<file path="src/rtl/neuron_mac_if.sv">
// neuron_mac_if: start/result handshake plus weight-ROM and sample-memory bus of one neuron MAC stage.
interface neuron_mac_if #(
  parameter int DATA_W = 16,
  parameter int ACC_W  = 40
);
  logic              start;
  logic [DATA_W-1:0] bias;
  logic [DATA_W-1:0] threshold;
  logic              busy;
  logic [15:0]       rom_addr;
  logic [DATA_W-1:0] rom_dout;
  logic [DATA_W-1:0] x_data;
  logic              out_valid;
  logic              out_ready;
  logic [ACC_W-1:0]  sum_out;
  logic              fire;
  modport master (
    output start, bias, threshold, rom_dout, x_data, out_ready,
    input  busy, rom_addr, out_valid, sum_out, fire
  );
  modport slave (
    input  start, bias, threshold, rom_dout, x_data, out_ready,
    output busy, rom_addr, out_valid, sum_out, fire
  );
endinterface

</file>
<file path="src/rtl/neuron_mac_seq.sv">
// neuron_mac_seq: walks weight addresses 1..N_INPUTS, accumulates weight*x onto bias, emits sum and step activation.
module neuron_mac_seq #(
  parameter int N_INPUTS = 10,
  parameter int DATA_W   = 16,
  parameter int ACC_W    = 40
) (
  input logic         clk,
  input logic         rst_n,
  neuron_mac_if.slave bus
);
  typedef enum logic [1:0] {IDLE, FETCH, LAST, DONE} state_t;
  state_t              state_q;
  logic                rd_vld_q;
  logic                fire_q;
  logic                out_valid_q;
  logic [15:0]         rom_addr_q;
  logic [ACC_W-1:0]    acc_q;
  logic [ACC_W-1:0]    sum_q;
  logic [DATA_W-1:0]   thr_q;
  logic [2*DATA_W-1:0] prod;
  logic [ACC_W-1:0]    acc_d;
  assign prod  = (2*DATA_W)'(bus.rom_dout) * (2*DATA_W)'(bus.x_data);
  assign acc_d = acc_q + ACC_W'(prod);
  // rd_vld_q marks that the memories hold data for an address issued on the previous edge
  always_ff @(posedge clk or negedge rst_n) begin
    if (!rst_n) begin
      state_q     <= IDLE;
      rd_vld_q    <= 1'b0;
      fire_q      <= 1'b0;
      out_valid_q <= 1'b0;
      rom_addr_q  <= '0;
      acc_q       <= '0;
      sum_q       <= '0;
      thr_q       <= '0;
    end else begin
      case (state_q)
        IDLE: if (bus.start) begin
          acc_q      <= ACC_W'(bus.bias);
          thr_q      <= bus.threshold;
          rom_addr_q <= 16'd1;
          state_q    <= FETCH;
        end
        FETCH: begin
          rd_vld_q <= 1'b1;
          if (rd_vld_q) acc_q <= acc_d;
          if (rom_addr_q < 16'(N_INPUTS)) rom_addr_q <= rom_addr_q + 16'd1;
          else begin
            rom_addr_q <= '0;
            state_q    <= LAST;
          end
        end
        LAST: begin
          sum_q       <= acc_d;
          fire_q      <= acc_d >= ACC_W'(thr_q);
          out_valid_q <= 1'b1;
          rd_vld_q    <= 1'b0;
          state_q     <= DONE;
        end
        DONE: if (bus.out_ready) begin
          out_valid_q <= 1'b0;
          state_q     <= IDLE;
        end
        default: state_q <= IDLE;
      endcase
    end
  end
  assign bus.busy      = state_q != IDLE;
  assign bus.rom_addr  = rom_addr_q;
  assign bus.out_valid = out_valid_q;
  assign bus.sum_out   = sum_q;
  assign bus.fire      = fire_q;
endmodule

</file>
<file path="src/flat_wrapper.sv">
// flat-port wrapper written by rule: the top's interface ports become plain ports
module neuron_mac_seq_flat 
#(
  parameter int N_INPUTS = 10,
  parameter int DATA_W   = 16,
  parameter int ACC_W    = 40
)
  (clk, rst_n, bus_start, bus_bias, bus_threshold, bus_rom_dout, bus_x_data, bus_out_ready, bus_busy, bus_rom_addr, bus_out_valid, bus_sum_out, bus_fire);
  neuron_mac_if #(.DATA_W(DATA_W), .ACC_W(ACC_W)) bus_i ();
  input logic clk;
  input logic rst_n;
  input wire logic [$bits(bus_i.start)-1:0] bus_start;
  input wire logic [$bits(bus_i.bias)-1:0] bus_bias;
  input wire logic [$bits(bus_i.threshold)-1:0] bus_threshold;
  input wire logic [$bits(bus_i.rom_dout)-1:0] bus_rom_dout;
  input wire logic [$bits(bus_i.x_data)-1:0] bus_x_data;
  input wire logic [$bits(bus_i.out_ready)-1:0] bus_out_ready;
  output wire logic [$bits(bus_i.busy)-1:0] bus_busy;
  output wire logic [$bits(bus_i.rom_addr)-1:0] bus_rom_addr;
  output wire logic [$bits(bus_i.out_valid)-1:0] bus_out_valid;
  output wire logic [$bits(bus_i.sum_out)-1:0] bus_sum_out;
  output wire logic [$bits(bus_i.fire)-1:0] bus_fire;
  assign bus_i.start = bus_start;
  assign bus_i.bias = bus_bias;
  assign bus_i.threshold = bus_threshold;
  assign bus_i.rom_dout = bus_rom_dout;
  assign bus_i.x_data = bus_x_data;
  assign bus_i.out_ready = bus_out_ready;
  assign bus_busy = bus_i.busy;
  assign bus_rom_addr = bus_i.rom_addr;
  assign bus_out_valid = bus_i.out_valid;
  assign bus_sum_out = bus_i.sum_out;
  assign bus_fire = bus_i.fire;
  neuron_mac_seq #(.N_INPUTS(N_INPUTS), .DATA_W(DATA_W), .ACC_W(ACC_W)) u_core (.clk(clk), .rst_n(rst_n), .bus(bus_i));
endmodule
</file>
<file path="config.mk">
export PLATFORM = sky130hd
export DESIGN_NAME = neuron_mac_seq_flat
export DESIGN_NICKNAME = d
export VERILOG_FILES = /design/src/rtl/neuron_mac_if.sv /design/src/rtl/neuron_mac_seq.sv /design/src/flat_wrapper.sv
export SDC_FILE = /design/constraint.sdc
export NUM_CORES = 1
export LEC_CHECK = 0
export CELL_PAD_IN_SITES_DETAIL_PLACEMENT = 0
export CELL_PAD_IN_SITES_GLOBAL_PLACEMENT = 1
export CORE_ASPECT_RATIO = 0.5
export CORE_UTILIZATION = 40
export CTS_BUF_LIST = sky130_fd_sc_hd__clkbuf_8
export DETAILED_ROUTE_END_ITERATION = 7
export HOLD_SLACK_MARGIN = 0.12
export PLACE_DENSITY = 0.69
export SLEW_MARGIN = 15
export SYNTH_ARGS = -nofsm -noshare
export SYNTH_HDL_FRONTEND = slang
export SYNTH_SLANG_ARGS = --single-unit
</file>
<file path="constraint.sdc">
create_clock -name clk -period 14.1 [get_ports clk]
set_clock_uncertainty 0.15 [all_clocks]
set_input_delay 2.82 -clock clk [delete_from_list [all_inputs] [get_ports clk]]
set_output_delay 2.82 -clock clk [all_outputs]
set_load 0.01 [all_outputs]
</file>
== Yosys cells after proc, flatten, opt, wreduce, memory -nomap -nowiden ==
Cells that the tools add are included.

* Bits of input ports: 68
* Register bits: 117

* Mux-type cells: 13
* Eq/ne operators: 7
* Order comparisons: 2
* $mul: 1
* Add/subtract/negate cells: 2
* Reductions and logical operators: 10

{| class="wikitable"
|+ Operator list
! operator !! count
|-
| $mux 40 || 2
|-
| $pmux 40 s2 || 1
|-
| $add 40x32->40 || 1
|-
| $ge 40x16->1 || 1
|-
| $mul 16x16->32 || 1
|-
| $mux 16 || 2
|-
| $pmux 16 s2 || 1
|-
| $add 16x1->16 const B || 1
|-
| $lt 16x4->1 const B || 1
|-
| $pmux 2 s4 || 1
|-
| $reduce_bool 2->1 || 4
|-
| $mux 2 || 3
|-
| $ne 2x2->1 const B || 3
|-
| $reduce_and 2->1 || 3
|-
| $reduce_and 3->1 || 2
|-
| $eq 2x2->1 const B || 2
|-
| $pmux 1 s2 || 2
|-
| $eq 2x1->1 const B || 1
|-
| $logic_not 2->1 || 1
|-
| $ne 2x1->1 const B || 1
|-
| $mux 1 || 1
|}

== Longest topological paths before layout ==
* Depth in word-level cells: 4
* Mapped depth: 30

== Least setup slack after synthesis ==
OpenSTA, ideal clock, no wires.

* Kind: input to register
* Start: input bus_rom_dout[10]
* End: register u_core.fire_q (netlist: u_core.bus.fire)
* Arrival: 9.462 ns
* Path buffers: 2
* Path slack: 4.357 ns
* Library setup time: 0.131 ns
* Cell stages on the path: 27
* Required time: 13.819 ns
* Path through: clkbuf_1 -> nand2_1 -> fa_1 -> fa_1 -> inv_1 -> fa_1 -> inv_1 -> fa_1 -> fa_1 -> fa_1 -> inv_1 -> ha_1 -> buf_6 -> a21oi_1 -> o21ai_1 -> a211oi_1 -> xnor2_1 -> ha_1 -> nand4_1 -> nor2_1 -> a21oi_1 -> o211ai_1 -> a221oi_1 -> or4b_1 -> or4_1 -> nor4_1 -> a31oi_1

* Word-level cells in the longest chain between the ends: 3

{| class="wikitable"
|+ Ends and longest elaborated chain
! item !! RTL line !! RTL
|-
| start, declared || flat_wrapper.sv:15 || <nowiki>input wire logic [$bits(bus_i.rom_dout)-1:0] bus_rom_dout;</nowiki>
|-
| $mul 16x16->32 || neuron_mac_seq.sv:22 || <nowiki>assign prod = (2*DATA_W)'(bus.rom_dout) * (2*DATA_W)'(bus.x_data);</nowiki>
|-
| $add 40x32->40 || neuron_mac_seq.sv:23 || <nowiki>assign acc_d = acc_q + ACC_W'(prod);</nowiki>
|-
| net u_core.acc_d[15] || neuron_mac_seq.sv:21 || <nowiki>logic [ACC_W-1:0] acc_d;</nowiki>
|-
| $ge 40x16->1 || neuron_mac_seq.sv:54 || <nowiki>fire_q <= acc_d >= ACC_W'(thr_q);</nowiki>
|-
| end signal, assigned || neuron_mac_seq.sv:54 ||
|-
| end, declared || neuron_mac_seq.sv:14 || <nowiki>logic fire_q;</nowiki>
|}

The timed path passes the listed nets, and every way through them passes these cells.
A chain may end at the register's enable or synchronous reset.

== Worst setup path in the final report ==
* Start: input bus_rom_dout[13]
* End: register u_core.fire_q (netlist: u_core.bus.fire)

Same word-level chain as after synthesis.

==> impl_metrics.csv <==
group,metric,value,unit
worst_setup_path,required,14.28,ns
cts,cts_resized,0,
floorplanning,start_util,41.1,%
placed_design,dp_hpwl,33.5,mm
cts,cts.sinks,117,
timing,setup_viol,0,
timing,tns,0,ns
timing,fin_ws,3.19,ns
cts,cts_tree,"yes",
synthesis,syn_area,0.0155,mm2
grt,grt_first_pass_wirelength,67.4,mm
timing,rsz0062_at_grt,"false",
synthesis,synth.distinct_cells,77,
floorplanning,die_y,141,um
floorplanning,num_rows,50,
worst_setup_path,reg2reg_slack,7.29,ns
worst_hold_path,hold_class,"flip-flop to flip-flop",
floorplanning,die_w,281,um
grt,antenna_found_initial,2,
timing,finalMaxSlewViolations,0,
route,antenna_left,0,
layout,post-route-util,46.5,%
synthesis,synth-seq-area-share,18.8,%
floorplanning,coreArea,0.0378,mm2
worst_setup_path,cp-start-kind,"input port",
cts,postCtsSetupRepairBufs,0,
timing,relSlewSlack,34.8,%
cts,cts_buffers,17,
timing,worstMarginPinSlew,0.977,ns
synthesis,synthCells,1696,
timing,min_period,10.91,ns
cts,clock_latency,0.46,ns
cts,clk_pin_slew_worst_paths,0.08,ns
layout,final_cell_mix,"361 x inv_1, 226 x fa_1, 209 x nand2_1",
worst_setup_path,critical_path_class,"input port to flip-flop",
floorplanning,io_pins,127,
synthesis,synthFlopType,"dfrtp_1",
grt,grtUsageTotal,22.0,%
placed_design,dp.cells,2280,
timing,hold_viol,0,
synthesis,syn_area_per_cell,9.17,um2
timing,fmax,91.7,MHz
route,wl,40.6,mm
floorplanning,die_area,0.0397,mm2
route,routedWlPerCell,17.6,um
layout,drive_gt1_share,6.64,%
grt,grt_pass1_vias,11617,
worst_setup_path,arrival,11.09,ns
grt,grt_max_degree,76,
synthesis,synth_edf_count,0,
route,drc,0,
synthesis,synth_fp_nets,2121,
route,vias,11310,
layout,final_common_cell,"inv_1",
cts,ctsHoldBuffers,0,
placed_design,portBuffers,126,
synthesis,synth_seq_cells,117,
layout,instances_no_fill,2312,
placed_design,place_congestion,0.870,
run_status,status,"complete, no violations",
cts,cts_max_level,4,
layout,syn2layout_area_growth,13.3,%
cts,cts-root-buf,"clkbuf_8",
synthesis,synthArstFlopShare,100,%
route,via_per_inst,4.89,
layout,nets,2204,
timing,final.period_utilization,77.4,%
flow_run,maxCapViolCount,0,
synthesis,yosys_warnings,0,
route,drt_pass1_iterations,5,
cts,clock_path_buffers,2,
placed_design,dp_slack,2.78,ns
worst_setup_path,path_max_fanout,16,
grt,grt-ovfl-total,0,
route,drt_iter0_drc,605,
worst_setup_path,cp-end-kind,"flip-flop",
## through the flow
stage	hold slack, ns	cell area, um2
detailed placement	0.322	17200
global route	0.371	17600
finish	0.335	17600
floorplan	0.300	15500
CTS	0.339	17600
global placement	0.314	17200
## logic make-up after synthesis
kind of cell	share of synthesized area, %
fa+ha+maj	39.6
buf+inv	10.8
flops	18.8
xor+xnor	1.79
simple gates	14.9
compound gates	9.26
mux	4.72
## layer usage
metal  global-route usage [%]  share of wire [%]
met4                     2.76               0.51
met3                     3.34                4.5
met5                        0              0.032
met1                     36.3                 55
met2                     30.2                 40
## final timing paths
check / start / end / cells after the start
min in group asynchronous: rst_n / u_core.thr_q[0] / 1
setup reg to reg: u_core.acc_q[8] / u_core.bus.fire / 22
hold reg to reg: u_core.acc_q[12] / u_core.acc_q[12] / 2
max in group asynchronous: rst_n / u_core.acc_q[27] / 2
hold / removal: u_core.acc_q[12] / u_core.acc_q[12] / 2
setup / recovery: bus_rom_dout[13] / u_core.bus.fire / 27
## cells in the mapped netlist (2+ instances only)
| cell type | count | share of area (%) |
|---|---|---|
| inv_1 | 361 | 8.7 |
| fa_1 | 226 | 29 |
| nand2_1 | 209 | 5.0 |
| ha_1 | 131 | 11 |
| and2_1 | 124 | 5.0 |
| dfrtp_1 | 117 | 19 |
| o21ai_0 | 60 | 1.9 |
| nor2_1 | 57 | 1.4 |
| a21oi_1 | 55 | 1.8 |
| clkbuf_1 | 55 | 1.3 |
| mux2_2 | 50 | 3.6 |
| nand4_1 | 18 | 0.72 |
| nor3_1 | 18 | 0.58 |
| xnor2_1 | 18 | 1.0 |
| mux2i_1 | 17 | 1.1 |
| a22o_1 | 16 | 0.90 |
| a21o_1 | 15 | 0.72 |
| xor2_1 | 12 | 0.68 |
| nor4_1 | 9 | 0.36 |
| a211oi_1 | 7 | 0.34 |
| a31oi_1 | 7 | 0.28 |
| nor2b_1 | 6 | 0.24 |
| o21ai_1 | 6 | 0.19 |
| nand3_1 | 5 | 0.16 |
| o21bai_1 | 5 | 0.24 |
| or3_1 | 5 | 0.20 |
| a211oi_2 | 4 | 0.32 |
| and3_1 | 4 | 0.16 |
| clkbuf_8 | 4 | 0.35 |
| o211ai_1 | 4 | 0.19 |
| o21a_1 | 4 | 0.19 |
| a21boi_0 | 3 | 0.14 |
| a21oi_2 | 3 | 0.17 |
| buf_2 | 3 | 0.097 |
| buf_6 | 3 | 0.22 |
| nand2b_1 | 3 | 0.12 |
| nor3b_1 | 3 | 0.14 |
| o22ai_1 | 3 | 0.12 |
| a21o_2 | 2 | 0.11 |
| nor4b_1 | 2 | 0.11 |
| o21a_2 | 2 | 0.11 |
| o221a_2 | 2 | 0.14 |
| o32ai_1 | 2 | 0.11 |
| or4_1 | 2 | 0.097 |
| or4b_1 | 2 | 0.13 |
## layout make-up
cell class              count  area, um2
multi-input cells        1149      11000
clock inverters            13        171
inverters                 362       1360
clock buffers              18        248
flip-flops and latches    117       2930
diodes                      1       2.50
well taps                 520        651
fillers                  3694      20200
repair buffers            132       1300
## registers in the layout (all words and copies together) (netlist names)
register,flops
u_core.acc_q,40
u_core.bus.sum_out,40
u_core.bus.rom_addr,16
u_core.thr_q,16
u_core.state_q,2
u_core.bus.fire,1
u_core.bus.out_valid,1
u_core.rd_vld_q,1
## critical path, cell delays in order
cell,delay (ns)
clkdlybuf4s50_1,0.75
and2_1,0.36
fa_1,0.53
inv_1,0.05
fa_1,0.53
inv_1,0.05
fa_1,0.49
inv_1,0.05
fa_1,0.59
fa_1,0.47
fa_1,0.50
inv_1,0.05
ha_1,0.45
nand4_1,0.14
nor4_1,0.39
a211oi_1,0.14
xnor2_1,0.37
ha_1,0.33
nand4_1,0.11
nor2_1,0.07
a21oi_1,0.14
o211ai_1,0.10
a221oi_1,0.24
or4b_1,0.48
or4_1,0.49
nor4_1,0.27
a31oi_1,0.11
Power is left out: the tool's default activity adds up to more than one toggle a clock period on the data nets, which glitch-free logic cannot reach.
